## src/rtl/clock_divider_prog_if.sv

```systemverilog
// ============================================================================
// Module      : clock_divider_prog_if
// Description : Control/status bundle for the programmable clock divider.
// Revision    : 1.0 - initial release
// ============================================================================
`default_nettype none

interface clock_divider_prog_if #(
    parameter int WIDTH = 8
);
    logic             en;
    logic [WIDTH-1:0] div_in;
    logic             div_load;
    logic             pending;
    logic             div_ack;
    logic [WIDTH-1:0] active_div;
    logic             tick;
    logic             clk_out;

    modport master (
        output en, div_in, div_load,
        input  pending, div_ack, active_div, tick, clk_out
    );

    modport slave (
        input  en, div_in, div_load,
        output pending, div_ack, active_div, tick, clk_out
    );
endinterface

`default_nettype wire

```

## src/rtl/clock_divider_prog.sv

```systemverilog
// ============================================================================
// Module      : clock_divider_prog
// Description : Programmable integer clock divider, glitch-free divisor swap.
// Revision    : 1.0 - initial release
// ============================================================================
`default_nettype none

module clock_divider_prog #(
    parameter int WIDTH     = 8,
    parameter int RESET_DIV = 2
) (
    input  wire logic             clk_in,
    input  wire logic             rst,
    clock_divider_prog_if.slave   bus
);
    localparam logic [WIDTH-1:0] C_RESET_DIV = RESET_DIV[WIDTH-1:0];
    localparam logic [WIDTH-1:0] C_ONE       = WIDTH'(1);
    localparam logic [WIDTH-1:0] C_TWO       = WIDTH'(2);

    logic [WIDTH-1:0] cnt;
    logic [WIDTH-1:0] shadow;
    logic [WIDTH-1:0] active_div;
    logic             clk_r;
    logic             tick;
    logic             pending;
    logic             div_ack;

    logic             bypass;
    logic             idle;
    logic             last;
    logic             boundary;
    logic             apply;
    logic [WIDTH:0]   high_len;

    assign bypass   = (active_div < C_TWO);
    assign idle     = (cnt == '0) && !bus.en;
    assign last     = (cnt == (active_div - C_ONE));
    assign boundary = bypass || idle || last;
    assign apply    = boundary && pending;
    // Extra bit keeps ceil(N/2) exact when N = 2^WIDTH-1.
    assign high_len = ({1'b0, active_div} + (WIDTH+1)'(1)) >> 1;

    always_ff @(posedge clk_in or posedge rst) begin
        if (rst) begin
            cnt   <= '0;
            clk_r <= 1'b0;
            tick  <= 1'b0;
        end else if (bypass) begin
            cnt   <= '0;
            clk_r <= 1'b0;
            tick  <= 1'b0;
        end else if (idle) begin
            tick  <= 1'b0;
        end else begin
            clk_r <= ({1'b0, cnt} < high_len);
            cnt   <= last ? '0 : cnt + C_ONE;
            tick  <= last;
        end
    end

    // A load coinciding with an apply lands in the shadow after the old value moves out.
    always_ff @(posedge clk_in or posedge rst) begin
        if (rst) begin
            shadow     <= C_RESET_DIV;
            active_div <= C_RESET_DIV;
            pending    <= 1'b0;
            div_ack    <= 1'b0;
        end else begin
            div_ack <= apply;
            if (apply) begin
                active_div <= shadow;
            end
            if (bus.div_load) begin
                shadow  <= bus.div_in;
                pending <= 1'b1;
            end else if (apply) begin
                pending <= 1'b0;
            end
        end
    end

    assign bus.clk_out    = bypass ? clk_in : clk_r;
    assign bus.tick       = tick;
    assign bus.pending    = pending;
    assign bus.div_ack    = div_ack;
    assign bus.active_div = active_div;

endmodule

`default_nettype wire

```

## src/flat_wrapper.sv

```systemverilog
// flat-port wrapper written by rule: the top's interface ports become plain ports
module clock_divider_prog_flat 
#(
    parameter int WIDTH     = 8,
    parameter int RESET_DIV = 2
)
  (clk_in, rst, bus_en, bus_div_in, bus_div_load, bus_pending, bus_div_ack, bus_active_div, bus_tick, bus_clk_out);
  clock_divider_prog_if #(.WIDTH(WIDTH)) bus_i ();
  input  wire logic clk_in;
  input  wire logic rst;
  input wire logic [$bits(bus_i.en)-1:0] bus_en;
  input wire logic [$bits(bus_i.div_in)-1:0] bus_div_in;
  input wire logic [$bits(bus_i.div_load)-1:0] bus_div_load;
  output wire logic [$bits(bus_i.pending)-1:0] bus_pending;
  output wire logic [$bits(bus_i.div_ack)-1:0] bus_div_ack;
  output wire logic [$bits(bus_i.active_div)-1:0] bus_active_div;
  output wire logic [$bits(bus_i.tick)-1:0] bus_tick;
  output wire logic [$bits(bus_i.clk_out)-1:0] bus_clk_out;
  assign bus_i.en = bus_en;
  assign bus_i.div_in = bus_div_in;
  assign bus_i.div_load = bus_div_load;
  assign bus_pending = bus_i.pending;
  assign bus_div_ack = bus_i.div_ack;
  assign bus_active_div = bus_i.active_div;
  assign bus_tick = bus_i.tick;
  assign bus_clk_out = bus_i.clk_out;
  clock_divider_prog #(.WIDTH(WIDTH), .RESET_DIV(RESET_DIV)) u_core (.clk_in(clk_in), .rst(rst), .bus(bus_i));
endmodule
```

## config.mk

```make
export PLATFORM = sky130hd
export DESIGN_NAME = clock_divider_prog_flat
export DESIGN_NICKNAME = d
export VERILOG_FILES = /design/src/rtl/clock_divider_prog_if.sv /design/src/rtl/clock_divider_prog.sv /design/src/flat_wrapper.sv
export SDC_FILE = /design/constraint.sdc
export NUM_CORES = 1
export LEC_CHECK = 0
export CAP_MARGIN = 20
export CORE_MARGIN = 3
export CORE_UTILIZATION = 35
export DETAILED_ROUTE_END_ITERATION = 7
export GPL_ROUTABILITY_DRIVEN = 0
export GPL_TIMING_DRIVEN = 0
export PLACE_DENSITY_LB_ADDON = 0.3
export SYNTH_ARGS = -nofsm -noshare
export SYNTH_HDL_FRONTEND = slang
export SYNTH_SLANG_ARGS = --single-unit
```

## constraint.sdc

```tcl
create_clock -name clk_in -period 2.3 [get_ports clk_in]
set_input_delay 0.345 -clock clk_in [delete_from_list [all_inputs] [get_ports clk_in]]
set_output_delay 0.345 -clock clk_in [all_outputs]
set_load 0.02 [all_outputs]
```

### Word level (Yosys, flattened, before mapping)

Index checks and enable logic that the tools add are counted.

* register bits: 28
* bits of input ports: 12
* output and inout port bits: 12

* $add $sub $neg: 3
* magnitude comparators: 2
* equal/unequal tests: 2
* mux-type cells: 10
* reduce and logical (&&, ||, !) cells: 7

Operators by type and width (number)
* two-way mux 8 bit: 3
* adder 8 x 1 -> 9 bit, second input constant: 1
* adder 8 x 1 -> 8 bit, second input constant: 1
* == test 8 bit: 1
* logical NOT 8 bit: 1
* < comparator 8 x 2 -> 1 bit, second input constant: 1
* < comparator 8 bit: 1
* subtractor 8 x 1 -> 8 bit, second input constant: 1
* two-way mux 1 bit: 7
* logical AND 1 bit: 2
* logical OR 1 bit: 2
* != test 2 x 1 -> 1 bit, second input constant: 1
* nonzero test 2 bit: 1
* logical NOT 1 bit: 1

### Longest topological paths before layout

Gate-level depths: netlist of the first run.

* depth after elaboration: 7
* depth in mapped cells: 9

==> reports/summary.txt, run 1 <==
Syn Inst Count - 158
sw frac - 40.3%
# rows - 24
number of flops mapped to enable cells by yosys - 0
synthesized area per cell - 10.9 um2
Initial Util - 37.9%
Clock Latency Late Sink - 0.39 ns
top post-synthesis cells by area - dfrtp_1 38%, ha_1 8.0%, xor2_1 7.1%
# DRC - 0
part of the cycle the worst path needs - 105%
leakage - 1.05 nW
Layout area overhead - 37.7%
grt total ovfl - 0
outcome - complete, but fails checks
max frequency - 416 MHz
power density cells - 1430 mW/mm2
antenna violations before repair - 0
Period minus WS final - 2.40 ns
fin worst setup slack - -0.104 ns
most frequent cell after synthesis - dfrtp_1
synth unique cells - 41
routed wire length per instance - 15.4 um
combinational share of power - 57.5%
via count - 1316
FF+latch count, synth - 28
Synth Area in Compound Gates - 7.73%
core area - 0.00453 mm2
Simple-Gate Fraction of Synth Area - 14.5%
switching power total - 1.37 mW
Crit Path Max Fanout - 5
drt pass-1 iters - 4
internal power - 2.02 mW
CTS tree - built
ANT nets after route - 0
drt first-iter violations - 44
adder and majority gate portion of the synthesized area - 8.02%
async set-or-reset flop fraction in the synthesized netlist - 100%
synthesized area - 0.00172 mm2
Die Height - 76.0 um
top cell type by total area after synthesis - dfrtp_1
crit path cell chain - buf_6 -> nor4_4 -> nor4b_4 -> mux2_4 -> buf_6
worst stage delay on the critical path - 0.40 ns
DIE AREA - 0.00578 mm2
Max-slew headroom - 68.3%
clock transition at the registers of the reported paths - 0.10 ns
Post-CTS Hold Buffers - 0
clk_skew - 0.00200 ns
Ant. Diodes - 0
cell mode on critical path - buf_6
FF-to-FF path depth - 8
mux cell area share after synthesis - 12.9%
GRT Total Usage - 15.9%
Worst Path Class, Setup - flop to primary output
first-pass GRT wire length - 6890 um
element type at the critical path start - flop
Yosys top cell area share - 37.9%
IO Port Bufs - 22
Post-synth top flop - dfrtp_1
largest net degree at the start of global routing - 29
worst hold path type - input pin to asynchronous set/reset pin
RSZ-0062 raised after global routing - yes
Finish-stage setup viols - 1
setup_tns - -0.104 ns
XOR/XNOR share of the synthesized area - 11.7%
Max-Cap Viols - 0
post-DP HPWL - 2720 um
IO Pins - 24
Arr. time, crit path - 2.06 ns
largest family of logic cells by synthesized area - simple AND/OR/NAND/NOR gates
Required @ worst endpoint - 1.96 ns
commonest cells in the netlist - 26 x dfrtp_1, 14 x xor2_1, 12 x nor2_1
final hold vios - 0
synthesis warning total - 0
count of final max-slew check failures - 0
fin nets - 227
sequential-to-total area share from yosys stat - 41.0%
Post-Syn Nets - 181
failing checks - setup timing
Die W - 76.0 um
vias in the first global route - 1360
worst-margin pin slew - 0.475 ns
Clock Power Share - 16.7%
share of cells above drive strength 1 - 31.5%
Worst R2R Setup Slack - 0.08 ns
Hold Slack - 0.178 ns
Worst setup EP type - primary output
slowest CP cell - dfrtp_1
Peak VDD IR - 0.753 mV
Vias per Instance - 4.91
worst reg2reg endpoint - u_core.bus.active_div[4]
Detailed Route WL - 4140 um
sequential share of power - 25.8%
Worst R2R Start - u_core.bus.active_div[0]
-- how the worst max path moves through the flow --
stage,to,cells past startpoint,from
floorplan,u_core.bus.active_div[0],8,u_core.bus.active_div[1]
global placement,bus_clk_out,5,u_core.bus.active_div[5]
detailed placement,bus_clk_out,5,u_core.bus.active_div[5]
CTS,bus_clk_out,5,u_core.bus.active_div[4]
global route,bus_clk_out,5,u_core.bus.active_div[5]
finish,bus_clk_out,5,u_core.bus.active_div[5]
-- cell type report --
class | count | area, um2
timing repair buffer | 36 | 343
clock buffer | 7 | 93.8
clock inverter | 1 | 30.0
sequential | 28 | 706
inverter | 10 | 37.5
fill | 387 | 2170
buffer | 6 | 48.8
multi-input combinational | 115 | 1020
tap | 65 | 81.3
-- worst max-delay path, delay by kind of cell (launching register included) --
kind,cells,cell delay [ns]
buffers and inverters,2,0.27
flip-flops,1,0.40
AND/OR/NAND/NOR,2,0.65
multiplexers,1,0.35
-- per-stage QoR --
stage                     utilization (%)  power (mW)  std cells  setup slack (ns)  area (um2)
after floorplan                         -        2.02        158           -0.0212        1730
after global placement               44.8        2.44        245            -0.341        2030
after detailed placement             44.8        2.51        245            -0.427        2030
after CTS                            50.2        3.29        263            -0.105        2280
after global routing                 52.1        3.65        268            -0.216        2360
final                                52.1        3.39        268            -0.104        2360
-- per-layer routing --
layer	share of wire, %	vias to the layer above	global-route usage, %
li1	-	635	-
met1	45	637	19.1
met2	46	32	23.2
met3	6.2	12	6.62
met4	2.5	0	10.5
met5	0	-	0
-- cells in the final DEF, fill, tap and decap left out, drive strengths merged --
cell,count
a21boi,2
a21oi,5
and3,2
buf,19
bufinv,1
clkbuf,9
clkdlybuf4s50,21
dfrtp,26
dfstp,2
ha,11
inv,10
mux2,17
nand2,11
nand2b,3
nand3,6
nand4,1
nand4b,1
nor2,12
nor2b,1
nor3,3
nor3b,1
nor4,3
nor4b,2
o2111ai,2
o211ai,1
o21a,1
o21ai,2
o21bai,1
o22ai,1
o31ai,1
o41ai,1
or2,1
xnor2,9
xor2,14
-- state kept, by name, summed over array words and instances (netlist names) --
register,count
u_core.bus.active_div,8
u_core.cnt,8
u_core.shadow,8
u_core.bus.div_ack,1
u_core.bus.pending,1
u_core.bus.tick,1
u_core.clk_r,1
-- power groups by stage --
stage | Combinational [mW] | Clock, mW | Sequential [mW]
floorplan | 1.07 | 0.0137 | 0.938
global placement | 1.53 | 0.0235 | 0.882
detailed placement | 1.59 | 0.0235 | 0.897
CTS | 1.84 | 0.582 | 0.870
global route | 2.13 | 0.614 | 0.900
finish | 1.95 | 0.566 | 0.875
-- what timing repair did --
action	in CTS	in global routing
cloned	1	0
setup endpoints to repair	10	19
gates resized for setup	16	7
buffers inserted	10	4
pin swaps	4	2
-- kinds of logic (layout without fill, tap and decap cells) --
| kind of cell | count (synthesis) | after routing |
|---|---|---|
| AND/OR/NAND/NOR | 46 | 47 |
| adder cells (fa/ha/maj) | 11 | 11 |
| flip-flops | 28 | 28 |
| AO/OA/AOI/OAI | 17 | 17 |
| multiplexers | 17 | 17 |
| buffers and inverters | 16 | 60 |
| XOR/XNOR | 23 | 23 |
No activity file was read; power rests on OpenSTA's default activity.
==> inputs of run 2 (changes only) <==
--- a/config.mk
+++ b/config.mk
@@ -6,7 +6,7 @@
 export NUM_CORES = 1
 export LEC_CHECK = 0
 export CAP_MARGIN = 20
-export CORE_MARGIN = 3
+export CORE_MARGIN = 2
 export CORE_UTILIZATION = 35
 export DETAILED_ROUTE_END_ITERATION = 7
 export GPL_ROUTABILITY_DRIVEN = 0
==> reports/summary.txt, run 2 (same netlist as run 1, synthesis figures left out) <==
multi-input combinational cell area - 0.00101 mm2
FF-to-FF path depth - 8
CTS tree - built
part of the cycle the worst path needs - 105%
IO Pins - 24
largest net degree at the start of global routing - 29
power density cells - 1400 mW/mm2
most frequent cells in the layout - 24 x dfrtp_1, 21 x clkdlybuf4s50_1, 14 x xor2_1, 14 x buf_4, 12 x nor2_1
count of final max-slew check failures - 0
failing checks - setup timing
most common cell after layout, fill and taps aside - dfrtp_1
clk_skew - 0.00381 ns
Max-slew headroom - 68.8%
Crit Path Max Fanout - 5
Die Height - 74.0 um
first-pass GRT wire length - 5950 um
leakage - 1.04 nW
Clock Latency Late Sink - 0.39 ns
Cell Area, Placed - 0.00203 mm2
Period minus WS final - 2.41 ns
worst-margin pin slew - 0.469 ns
Post-CTS Hold Buffers - 0
fin nets - 228
Worst Path Class, Setup - flop to primary output
routed wire length per instance - 13.6 um
# DRC - 0
GRT Total Usage - 14.7%
Required @ worst endpoint - 1.96 ns
RSZ-0062 raised after global routing - yes
FF+latch area - 706 um2
grt total ovfl - 0
filler cell count - 424
cell mode on critical path - buf_6
Layout area overhead - 37.6%
Detailed Route WL - 3690 um
vias in the first global route - 1229
max frequency - 414 MHz
biggest regs - u_core.bus.active_div: 8 flops, u_core.cnt: 8 flops, u_core.shadow: 8 flops
worst stage delay on the critical path - 0.40 ns
Finish-stage setup viols - 1
setup_tns - -0.114 ns
share of cells above drive strength 1 - 30.9%
Vias per Instance - 4.75
IO Port Bufs - 22
crit path cell chain - buf_6 -> nor4_4 -> nor4b_4 -> mux2_4 -> buf_6
element type at the critical path start - flop
ANT nets after route - 0
outcome - complete, but fails checks
clock transition at the registers of the reported paths - 0.10 ns
Crit path depth - 5
Max-Cap Viols - 0
Peak VDD IR - 0.540 mV
drt first-iter violations - 46
CP Buf/Inv Count - 2
post-route cell area - 0.00236 mm2
Arr. time, crit path - 2.07 ns
Worst setup EP type - primary output
post-DP HPWL - 2460 um
slowest CP cell - dfrtp_1
antenna violations before repair - 0
core area - 0.00472 mm2
final hold vios - 0
# rows - 25
DIE AREA - 0.00548 mm2
drt pass-1 iters - 4
Die W - 74.0 um
Ant. Diodes - 0
Initial Util - 36.3%
via count - 1287
family with the most delay on the worst path - simple AND/OR/NAND/NOR gates
fin worst setup slack - -0.114 ns
worst hold path type - input pin to asynchronous set/reset pin
==> run 2: stage by stage <==
stage / hold slack (ns) / total power [mW] / utilization, % / setup slack [ns] / std cells
global placement: 0.486 / 2.45 / 43.1 / -0.494 / 247
CTS: 0.447 / 3.22 / 48.1 / -0.126 / 265
detailed placement: 0.492 / 2.47 / 43.1 / -0.484 / 247
global route: 0.221 / 3.53 / 50.0 / -0.168 / 271
floorplan: 0.409 / 2.02 / - / -0.0212 / 158
finish: 0.206 / 3.30 / 50.0 / -0.114 / 271
==> run 2: final timing paths <==
path	slack, ns	from	to
worst max-delay path	-0.11	u_core.bus.active_div[5]	bus_clk_out
worst min-delay path	0.21	rst	u_core.cnt[3]
worst max register to register	0.05	u_core.bus.active_div[1]	u_core.bus.active_div[6]
worst min register to register	0.51	u_core.shadow[3]	u_core.bus.active_div[3]
max in group asynchronous	1.58	rst	u_core.bus.active_div[1]
min in group clk_in	0.43	bus_div_load	u_core.bus.pending
==> run 2: power by group <==
| part | internal, mW | switching [mW] |
|---|---|---|
| clock network | 0.362 | 0.199 |
| registers | 0.661 | 0.209 |
| logic | 0.973 | 0.892 |
| total | 2.00 | 1.30 |
==> run 2: metal layers <==
layer  GRT usage, %  routed length [um]  up-vias
li1               -                   -      636
met1           21.3                1860      623
met2           20.4                1680       23
met3           3.25                  91        5
met4           7.88                  62        0
met5              0                   0        -
==> run 2: repair_timing <==
item | CTS | global route
buffers inserted | 10 | 5
setup endpoints to repair | 10 | 14
cloned | 1 | 0
resized for setup | 14 | 6
pin swaps | 3 | 3
==> run 2: cell type report <==
class	count	share of cell area (%)
sequential	28	29.9
clock inverter	1	1.27
multi-input combinational	115	42.8
timing repair buffer	37	15.0
buffer	6	1.80
tap	67	3.55
clock buffer	7	3.97
inverter	10	1.69
==> inputs of run 3 (changes only) <==
--- a/config.mk
+++ b/config.mk
@@ -12,6 +12,7 @@
 export GPL_ROUTABILITY_DRIVEN = 0
 export GPL_TIMING_DRIVEN = 0
 export PLACE_DENSITY_LB_ADDON = 0.3
+export SLEW_MARGIN = 20
 export SYNTH_ARGS = -nofsm -noshare
 export SYNTH_HDL_FRONTEND = slang
 export SYNTH_SLANG_ARGS = --single-unit
==> reports/summary.txt, run 3 (same netlist as run 1, synthesis figures left out) <==
power density cells - 1410 mW/mm2
Placement Setup Slack - -0.484 ns
grt total ovfl - 0
Arr. time, crit path - 2.05 ns
core area - 0.00472 mm2
Max-Cap Viols - 0
Placed Instances - 247
# DRC - 0
clk_skew - 0.00485 ns
routed wire length per instance - 13.4 um
Peak VDD IR - 0.538 mV
post-DP HPWL - 2460 um
Finish-stage setup viols - 1
antenna violations before repair - 0
crit path cell chain - buf_6 -> nor4_4 -> nor4b_4 -> mux2_4 -> buf_6
Cell Area, Placed - 0.00203 mm2
leakage - 1.03 nW
most frequent cells in the layout - 24 x dfrtp_1, 21 x clkdlybuf4s50_1, 14 x xor2_1, 14 x buf_4, 12 x nor2_1
Die W - 74.0 um
post-route cell area - 0.00233 mm2
worst stage delay on the critical path - 0.40 ns
Worst setup EP type - primary output
Layout area overhead - 36.0%
Initial Util - 36.3%
Worst Path Class, Setup - flop to primary output
fin cells - 270
max frequency - 417 MHz
family with the most delay on the worst path - simple AND/OR/NAND/NOR gates
IO Port Bufs - 22
Max-slew headroom - 60.6%
setup_tns - -0.0994 ns
cell mode on critical path - buf_6
clock transition at the registers of the reported paths - 0.10 ns
Period minus WS final - 2.40 ns
# rows - 25
slowest CP cell - dfrtp_1
IO Pins - 24
Clock Latency Late Sink - 0.39 ns
RSZ-0062 raised after global routing - yes
filler cell count - 425
drt first-iter violations - 45
fin util - 49.4%
outcome - complete, but fails checks
multi-input combinational cell area - 0.00101 mm2
Post-CTS Hold Buffers - 0
vias in the first global route - 1229
via count - 1291
Ant. Diodes - 0
element type at the critical path start - flop
largest net degree at the start of global routing - 29
drt pass-1 iters - 4
biggest regs - u_core.bus.active_div: 8 flops, u_core.cnt: 8 flops, u_core.shadow: 8 flops
Worst R2R Setup Slack - 0.07 ns
share of cells above drive strength 1 - 31.0%
first-pass GRT wire length - 5950 um
fin nets - 227
GRT Total Usage - 14.7%
final hold vios - 0
failing checks - setup timing
FF+latch area - 706 um2
Die Height - 74.0 um
part of the cycle the worst path needs - 104%
ANT nets after route - 0
Crit Path Max Fanout - 5
fin worst setup slack - -0.0994 ns
Required @ worst endpoint - 1.96 ns
DIE AREA - 0.00548 mm2
count of final max-slew check failures - 0
worst-margin pin slew - 0.589 ns
Vias per Instance - 4.78
Detailed Route WL - 3630 um
CTS tree - built
most common cell after layout, fill and taps aside - dfrtp_1
worst hold path type - input pin to asynchronous set/reset pin
CP Buf/Inv Count - 2
run 3: cell count changes in the layout (fill, tap and decap cells not counted):
cell,delta
buf_16,-1
inv_1,-1
inv_2,+1
run 3: worst paths after layout:
check                                         start                       end  cells past startpoint
min in group clk_in                    bus_div_load        u_core.bus.pending                      2
setup reg to reg           u_core.bus.active_div[1]  u_core.bus.active_div[6]                      8
hold reg to reg                    u_core.shadow[7]  u_core.bus.active_div[7]                      1
max in group asynchronous                       rst  u_core.bus.active_div[0]                      2
setup / recovery           u_core.bus.active_div[5]               bus_clk_out                      5
hold / removal                                  rst             u_core.cnt[3]                      2
run 3: per-layer routing:
layer  share of wire, %  up-vias  GRT usage [%]
li1                   -      633              -
met1                 51      628           21.3
met2                 44       23           20.4
met3                2.4        7           3.25
met4                2.0        0           7.88
met5                  0        -              0
run 3: layout make-up:
class / count / area share (%)
tap: 67 / 3.59
timing repair buffer: 36 / 14.0
buffer: 6 / 1.82
sequential: 28 / 30.2
inverter: 10 / 1.71
clock inverter: 1 / 1.29
clock buffer: 7 / 4.02
multi-input combinational: 115 / 43.4
run 3: where the power goes:
part | switching (mW) | internal [mW] | leakage (nW) | total (mW)
logic | 0.881 | 0.969 | 0.626 | 1.85
registers | 0.207 | 0.661 | 0.334 | 0.868
clock network | 0.204 | 0.362 | 0.0704 | 0.566
total | 1.29 | 1.99 | 1.03 | 3.28
run 3: through the flow:
step,power (mW),hold WS [ns]
3_5_place_dp,2.47,0.492
3_3_place_gp,2.45,0.486
4_1_cts,3.22,0.447
2_1_floorplan,2.02,0.409
6_report,3.28,0.319
5_1_grt,3.52,0.380
run 3: repair_timing:
action	CTS	global route
pin swaps	3	3
setup buffers	10	5
endpoints found under the setup margin	10	14
gates resized for setup	14	6
cloned	1	0
hold endpoints to repair	0	0
